[src/rtl/serial_subtractor.sv]
// rtl/serial_subtractor.sv - bit-serial subtractor, LSB first, one bit per clock
// Start/done handshake; diff, borrow_out and overflow hold until the next completion.
module serial_subtractor #(
  parameter int WIDTH = 8
) (
  input  logic             serial_subtractor_clk,
  input  logic             serial_subtractor_rst,
  input  logic             serial_subtractor_start,
  input  logic [WIDTH-1:0] serial_subtractor_a,
  input  logic [WIDTH-1:0] serial_subtractor_b,
  input  logic             serial_subtractor_borrow_in,
  output logic             serial_subtractor_busy,
  output logic             serial_subtractor_done,
  output logic [WIDTH-1:0] serial_subtractor_diff,
  output logic             serial_subtractor_borrow_out,
  output logic             serial_subtractor_overflow
);

  localparam int CW = $clog2(WIDTH);
  localparam logic [CW-1:0] LAST = CW'(WIDTH - 1);

  typedef enum logic [1:0] {IDLE, SHIFT, DONE} state_t;

  state_t state, state_next;

  logic [WIDTH-1:0] a_sr, b_sr, res_sr, res_next;
  logic [CW-1:0]    cnt;
  logic             borrow, borrow_next, res_bit;
  logic             a_msb, b_msb;
  logic             accept, last_bit;

  assign accept   = serial_subtractor_start && (state == IDLE || state == DONE);
  assign last_bit = (state == SHIFT) && (cnt == LAST);

  // Registered full-subtractor cell: borrow feeds back through a flop.
  assign res_bit     = a_sr[0] ^ b_sr[0] ^ borrow;
  assign borrow_next = (~a_sr[0] & b_sr[0]) | (~(a_sr[0] ^ b_sr[0]) & borrow);
  assign res_next    = {res_bit, res_sr[WIDTH-1:1]};

  always_ff @(posedge serial_subtractor_clk or posedge serial_subtractor_rst) begin
    if (serial_subtractor_rst) begin
      state <= IDLE;
    end else begin
      state <= state_next;
    end
  end

  always_comb begin
    state_next = state;
    case (state)
      IDLE:    if (serial_subtractor_start) state_next = SHIFT;
      SHIFT:   if (cnt == LAST) state_next = DONE;
      DONE:    state_next = serial_subtractor_start ? SHIFT : IDLE;
      default: state_next = IDLE;
    endcase
  end

  always_ff @(posedge serial_subtractor_clk or posedge serial_subtractor_rst) begin
    if (serial_subtractor_rst) begin
      a_sr                         <= '0;
      b_sr                         <= '0;
      res_sr                       <= '0;
      cnt                          <= '0;
      borrow                       <= 1'b0;
      a_msb                        <= 1'b0;
      b_msb                        <= 1'b0;
      serial_subtractor_diff       <= '0;
      serial_subtractor_borrow_out <= 1'b0;
      serial_subtractor_overflow   <= 1'b0;
    end else if (accept) begin
      a_sr   <= serial_subtractor_a;
      b_sr   <= serial_subtractor_b;
      res_sr <= '0;
      cnt    <= '0;
      borrow <= serial_subtractor_borrow_in;
      a_msb  <= serial_subtractor_a[WIDTH-1];
      b_msb  <= serial_subtractor_b[WIDTH-1];
    end else if (state == SHIFT) begin
      a_sr   <= {1'b0, a_sr[WIDTH-1:1]};
      b_sr   <= {1'b0, b_sr[WIDTH-1:1]};
      res_sr <= res_next;
      borrow <= borrow_next;
      cnt    <= cnt + CW'(1);
      if (last_bit) begin
        serial_subtractor_diff       <= res_next;
        serial_subtractor_borrow_out <= borrow_next;
        // Signed overflow: operand signs differ and result sign departs from the minuend.
        serial_subtractor_overflow   <= (a_msb != b_msb) && (res_bit != a_msb);
      end
    end
  end

  assign serial_subtractor_busy = (state == SHIFT);
  assign serial_subtractor_done = (state == DONE);

endmodule

[config.mk]
export PLATFORM = sky130hd
export DESIGN_NAME = serial_subtractor
export DESIGN_NICKNAME = d
export VERILOG_FILES = /design/src/rtl/serial_subtractor.sv
export SDC_FILE = /design/constraint.sdc
export NUM_CORES = 1
export LEC_CHECK = 0
export CAP_MARGIN = 10
export CORE_MARGIN = 2
export CORE_UTILIZATION = 46
export DETAILED_ROUTE_END_ITERATION = 12
export PLACE_DENSITY = 0.74
export SLEW_MARGIN = 10
export SYNTH_ARGS = -nofsm -noshare
export SYNTH_HDL_FRONTEND = slang
export SYNTH_SLANG_ARGS = --single-unit
export TNS_END_PERCENT = 5
[constraint.sdc]
create_clock -name serial_subtractor_clk -period 1.5 [get_ports serial_subtractor_clk]
set_input_delay 0.45 -clock serial_subtractor_clk [delete_from_list [all_inputs] [get_ports serial_subtractor_clk]]
set_output_delay 0.45 -clock serial_subtractor_clk [all_outputs]
set_load 0.01 [all_outputs]
==> summary.md <==
| Metric | Value |
|---|---|
| Status | `finished, violations left` |
| Failing checks | `negative setup slack` |
| CTS root buffer | `clkbuf_8` |
| Worst R2R End | `serial_subtractor_overflow$_DFFE_PP0P_` |
| Hold EP | `b_sr[3]$_DFFE_PP0P_` |
| Startpoint types | `flip-flop` |
| Compound-cell area share of the yosys netlist | `0.196` |
| Nets | `185` |
| Site Rows | `22` |
| Grt ovf | `0` |
| Top FF cell, synth | `dfrtp_1` |
| DR DRC count | `0` |
| Worst-Margin Slew | `336 ps` |
| Max Slew Vio Count | `0` |
| FFs w/ async S/R, synth | `1.00` |
| Wire per inst | `14.7 um` |
| Hold path startpoint | `b_sr[3]$_DFFE_PP0P_` |
| Initial Utilization | `0.477` |
| Hold Crit Class | `reg -> reg` |
| Max VDD drop | `1.24 mV` |
| Max-Cap Viols | `0` |
| Setup CP Type | `reg -> out` |
| Worst R2R Path Depth | `4` |
| Slew HR | `0.775` |
| Clk Latency, worst-skew pair | `290 ps` |
| Endpoint class of the critical path | `output port` |
| Synth Instances | `122` |
| Largest family of logic cells by synthesized area | `compound AO/OA/AOI/OAI gates` |
| Clock Tree Buf Depth | `2` |
| Share of cells above drive strength 1 | `0.252` |
| Total track usage | `0.163` |
| CORE AREA | `0.00366 sq mm` |
| Setup TNS | `-16.3 ps` |
| R2r startpoint | `a_sr[0]$_DFFE_PP0P_` |
| Post-synthesis register bit count | `41` |
| Synth Area in Adders | `0.0258` |
| Ports | `32` |
| Crit-path slowest cell | `dfrtp_1` |
| Area share of and/or/nand/nor cells after synthesis | `0.0609` |
| Setup-failing EPs final | `1` |
| Detailed Routing Iterations Pass 1 | `4` |
| H-tree levels | `2` |
| Post-DRT Antenna Nets | `0` |
| Setup crit start | `state[0]$_DFFE_PP0P_` |
| Vias in the first global route | `1152` |
| Vias per cell | `5.25` |
| PwrDens | `2120 mW/mm^2` |
| Yosys warns | `0` |
| Mapped cell area | `0.00175 sq mm` |
| Synthesized Nets | `145` |
| Sequential share of the synthesized area | `0.588` |
| DP Wirelength | `2.16 mm` |
| Yosys cell types | `29` |
| Clk pin slew, worst setup/hold paths | `80 ps` |
| Synth Area in XOR/XNOR | `0` |
| Max Freq | `659 MHz` |
| Initial DRC Count | `49` |
| Initial antenna violation count | `0` |
| Final setup skew | `8.34 ps` |
| Chip height | `65.6 um` |
| EDFF count, synth | `0` |
| CP arrival | `1070 ps` |
| Area Overhead vs Synth | `30.1%` |
| Num CTS Buffers | `5` |
| Die width | `65.6 um` |
| Largest net degree at the start of global routing | `42` |
| Total power | `4.82 mW` |
| Synth area leader | `dfrtp_1` |
| Crit-path max cell delay | `410 ps` |
| Final WS setup | `-16.3 ps` |
| Syn_area_per_cell | `14.3 sq um` |
| CTS tree | `built` |
| Hold path cells | `1` |
| Postcts setup bufs | `0` |
| Gpl congestion | `0.706` |
| Diode count | `0` |
| Area share of the largest cell type after synthesis | `0.588` |
| Port Buffer Count | `31` |
| Critical path, cell by cell | `and2b_2 -> buf_6` |
| Sink Count | `41` |
| Die ar. | `0.00430 sq mm` |
| WP data required | `1050 ps` |
| Synth area leaders | `dfrtp_1, a22o_1, mux2_2, a21o_1, buf_6` |
| R2R Setup Slk | `50 ps` |
| Mux cell area share after synthesis | `0.0767` |
| RSZ-0062 raised after global routing | `true` |
| Fill count | `291` |
| Leakage power | `1.13 nW` |
| Endpoints failing hold | `0` |
| Via count | `1108` |
| Tcrit/Tclk final | `1.01` |
| Worst Path Max Fanout | `3` |
| Wirelength, routed | `3.10 mm` |
| First-pass GRT wire length | `5.25 mm` |
| Min Tclk post-route | `1520 ps` |
[where the power goes]
| group | switching, mW | total [mW] | internal, mW |
|---|---|---|---|
| registers | 0.285 | 1.91 | 1.62 |
| clock network | 0.365 | 0.685 | 0.321 |
| logic | 0.941 | 2.23 | 1.29 |
| total | 1.59 | 4.82 | 3.23 |
[flip-flops by register name, indices dropped and copies added, names as in the netlist]
| signal | flops |
|---|---|
| b_sr | 8 |
| serial_subtractor_diff | 8 |
| cnt | 3 |
| borrow | 1 |
| state | 2 |
| res_sr | 7 |
| a_sr | 8 |
| a_msb | 1 |
| b_msb | 1 |
| serial_subtractor_borrow_out | 1 |
| serial_subtractor_overflow | 1 |
[synth_stat cells (2+ instances only)]
library cell	number
a21o_1	12
a221o_1	2
a22o_1	21
a22o_2	2
buf_4	2
buf_6	3
dfrtp_1	41
ha_1	2
inv_1	4
mux2_2	11
nand2_1	3
o21ai_0	2
[layout by cell type (no fill, tap or decap), types with 2 or more instances in the layout]
cell and count:
clkdlybuf4s50_1 19, o21ai_0 2, inv_1 4, clkinv_2 2, nand2_1 3, a21o_1 12
mux2_2 11, buf_4 3, buf_6 2, buf_12 6, a221o_1 2, dlygate4sd2_1 10
clkbuf_8 5, dfrtp_1 41, a22o_1 21, a22o_2 2
[metal layers]
layer | vias up | part of all wire | wire length [um] | track usage
met2 | 27 | 0.49 | 1520 | 0.267
met1 | 546 | 0.45 | 1400 | 0.209
li1 | 529 | - | - | -
met4 | 0 | 0.018 | 57 | 0.0703
met3 | 6 | 0.041 | 127 | 0.0342
met5 | - | 0 | 0 | 0
[area by class of cell]
class / instances / area, sq um / area share
Clock buffer: 5 / 68.8 / 0.0303
Timing Repair Buffer: 40 / 443 / 0.195
Inverter: 5 / 23.8 / 0.0105
Tap cell: 48 / 60.1 / 0.0264
Clock inverter: 3 / 17.5 / 0.00771
Sequential cell: 41 / 1030 / 0.452
Multi-Input combinational cell: 69 / 632 / 0.278
[worst max-delay path: cells and delay by family (launching register included)]
kind | cells | cell delay, ps
simple gates | 1 | 240
flops | 1 | 410
buf+inv | 1 | 120
[stage by stage]
step	std cells	area, sq um	hold WS (ps)	util	worst slack (ps)
3_3_place_gp	203	2180	460	0.595	-258
2_1_floorplan	122	1750	449	-	59.8
5_1_grt	211	2270	498	0.620	-61.1
6_report	211	2270	480	0.620	-16.3
4_1_cts	211	2250	485	0.614	-31.9
3_5_place_dp	203	2180	467	0.595	-260
[worst max path at each step]
| stage | to | slack (ps) | cells after the start |
|---|---|---|---|
| after floorplan | serial_subtractor_diff[0]$_DFFE_PP0P_ | 60 | 5 |
| after global placement | b_msb$_DFFE_PP0P_ | -260 | 4 |
| after detailed placement | b_msb$_DFFE_PP0P_ | -260 | 4 |
| after CTS | serial_subtractor_done | -30 | 2 |
| after global routing | serial_subtractor_done | -60 | 2 |
| final | serial_subtractor_done | -20 | 2 |
[logic make-up (layout without fill, tap and decap cells)]
group	count (synthesis)	in the layout
multiplexers	12	12
buffers and inverters	12	53
adder cells (fa/ha/maj)	3	3
flip-flops	41	41
AO/OA/AOI/OAI	42	42
AND/OR/NAND/NOR	12	12
[timing repair]
item                       4_1_cts  5_1_grt
resized for setup               19        6
hold buffers                     0        0
pin swaps                        0        2
setup endpoints to repair       12       32
Note: power is estimated with default switching activity, not from simulation.
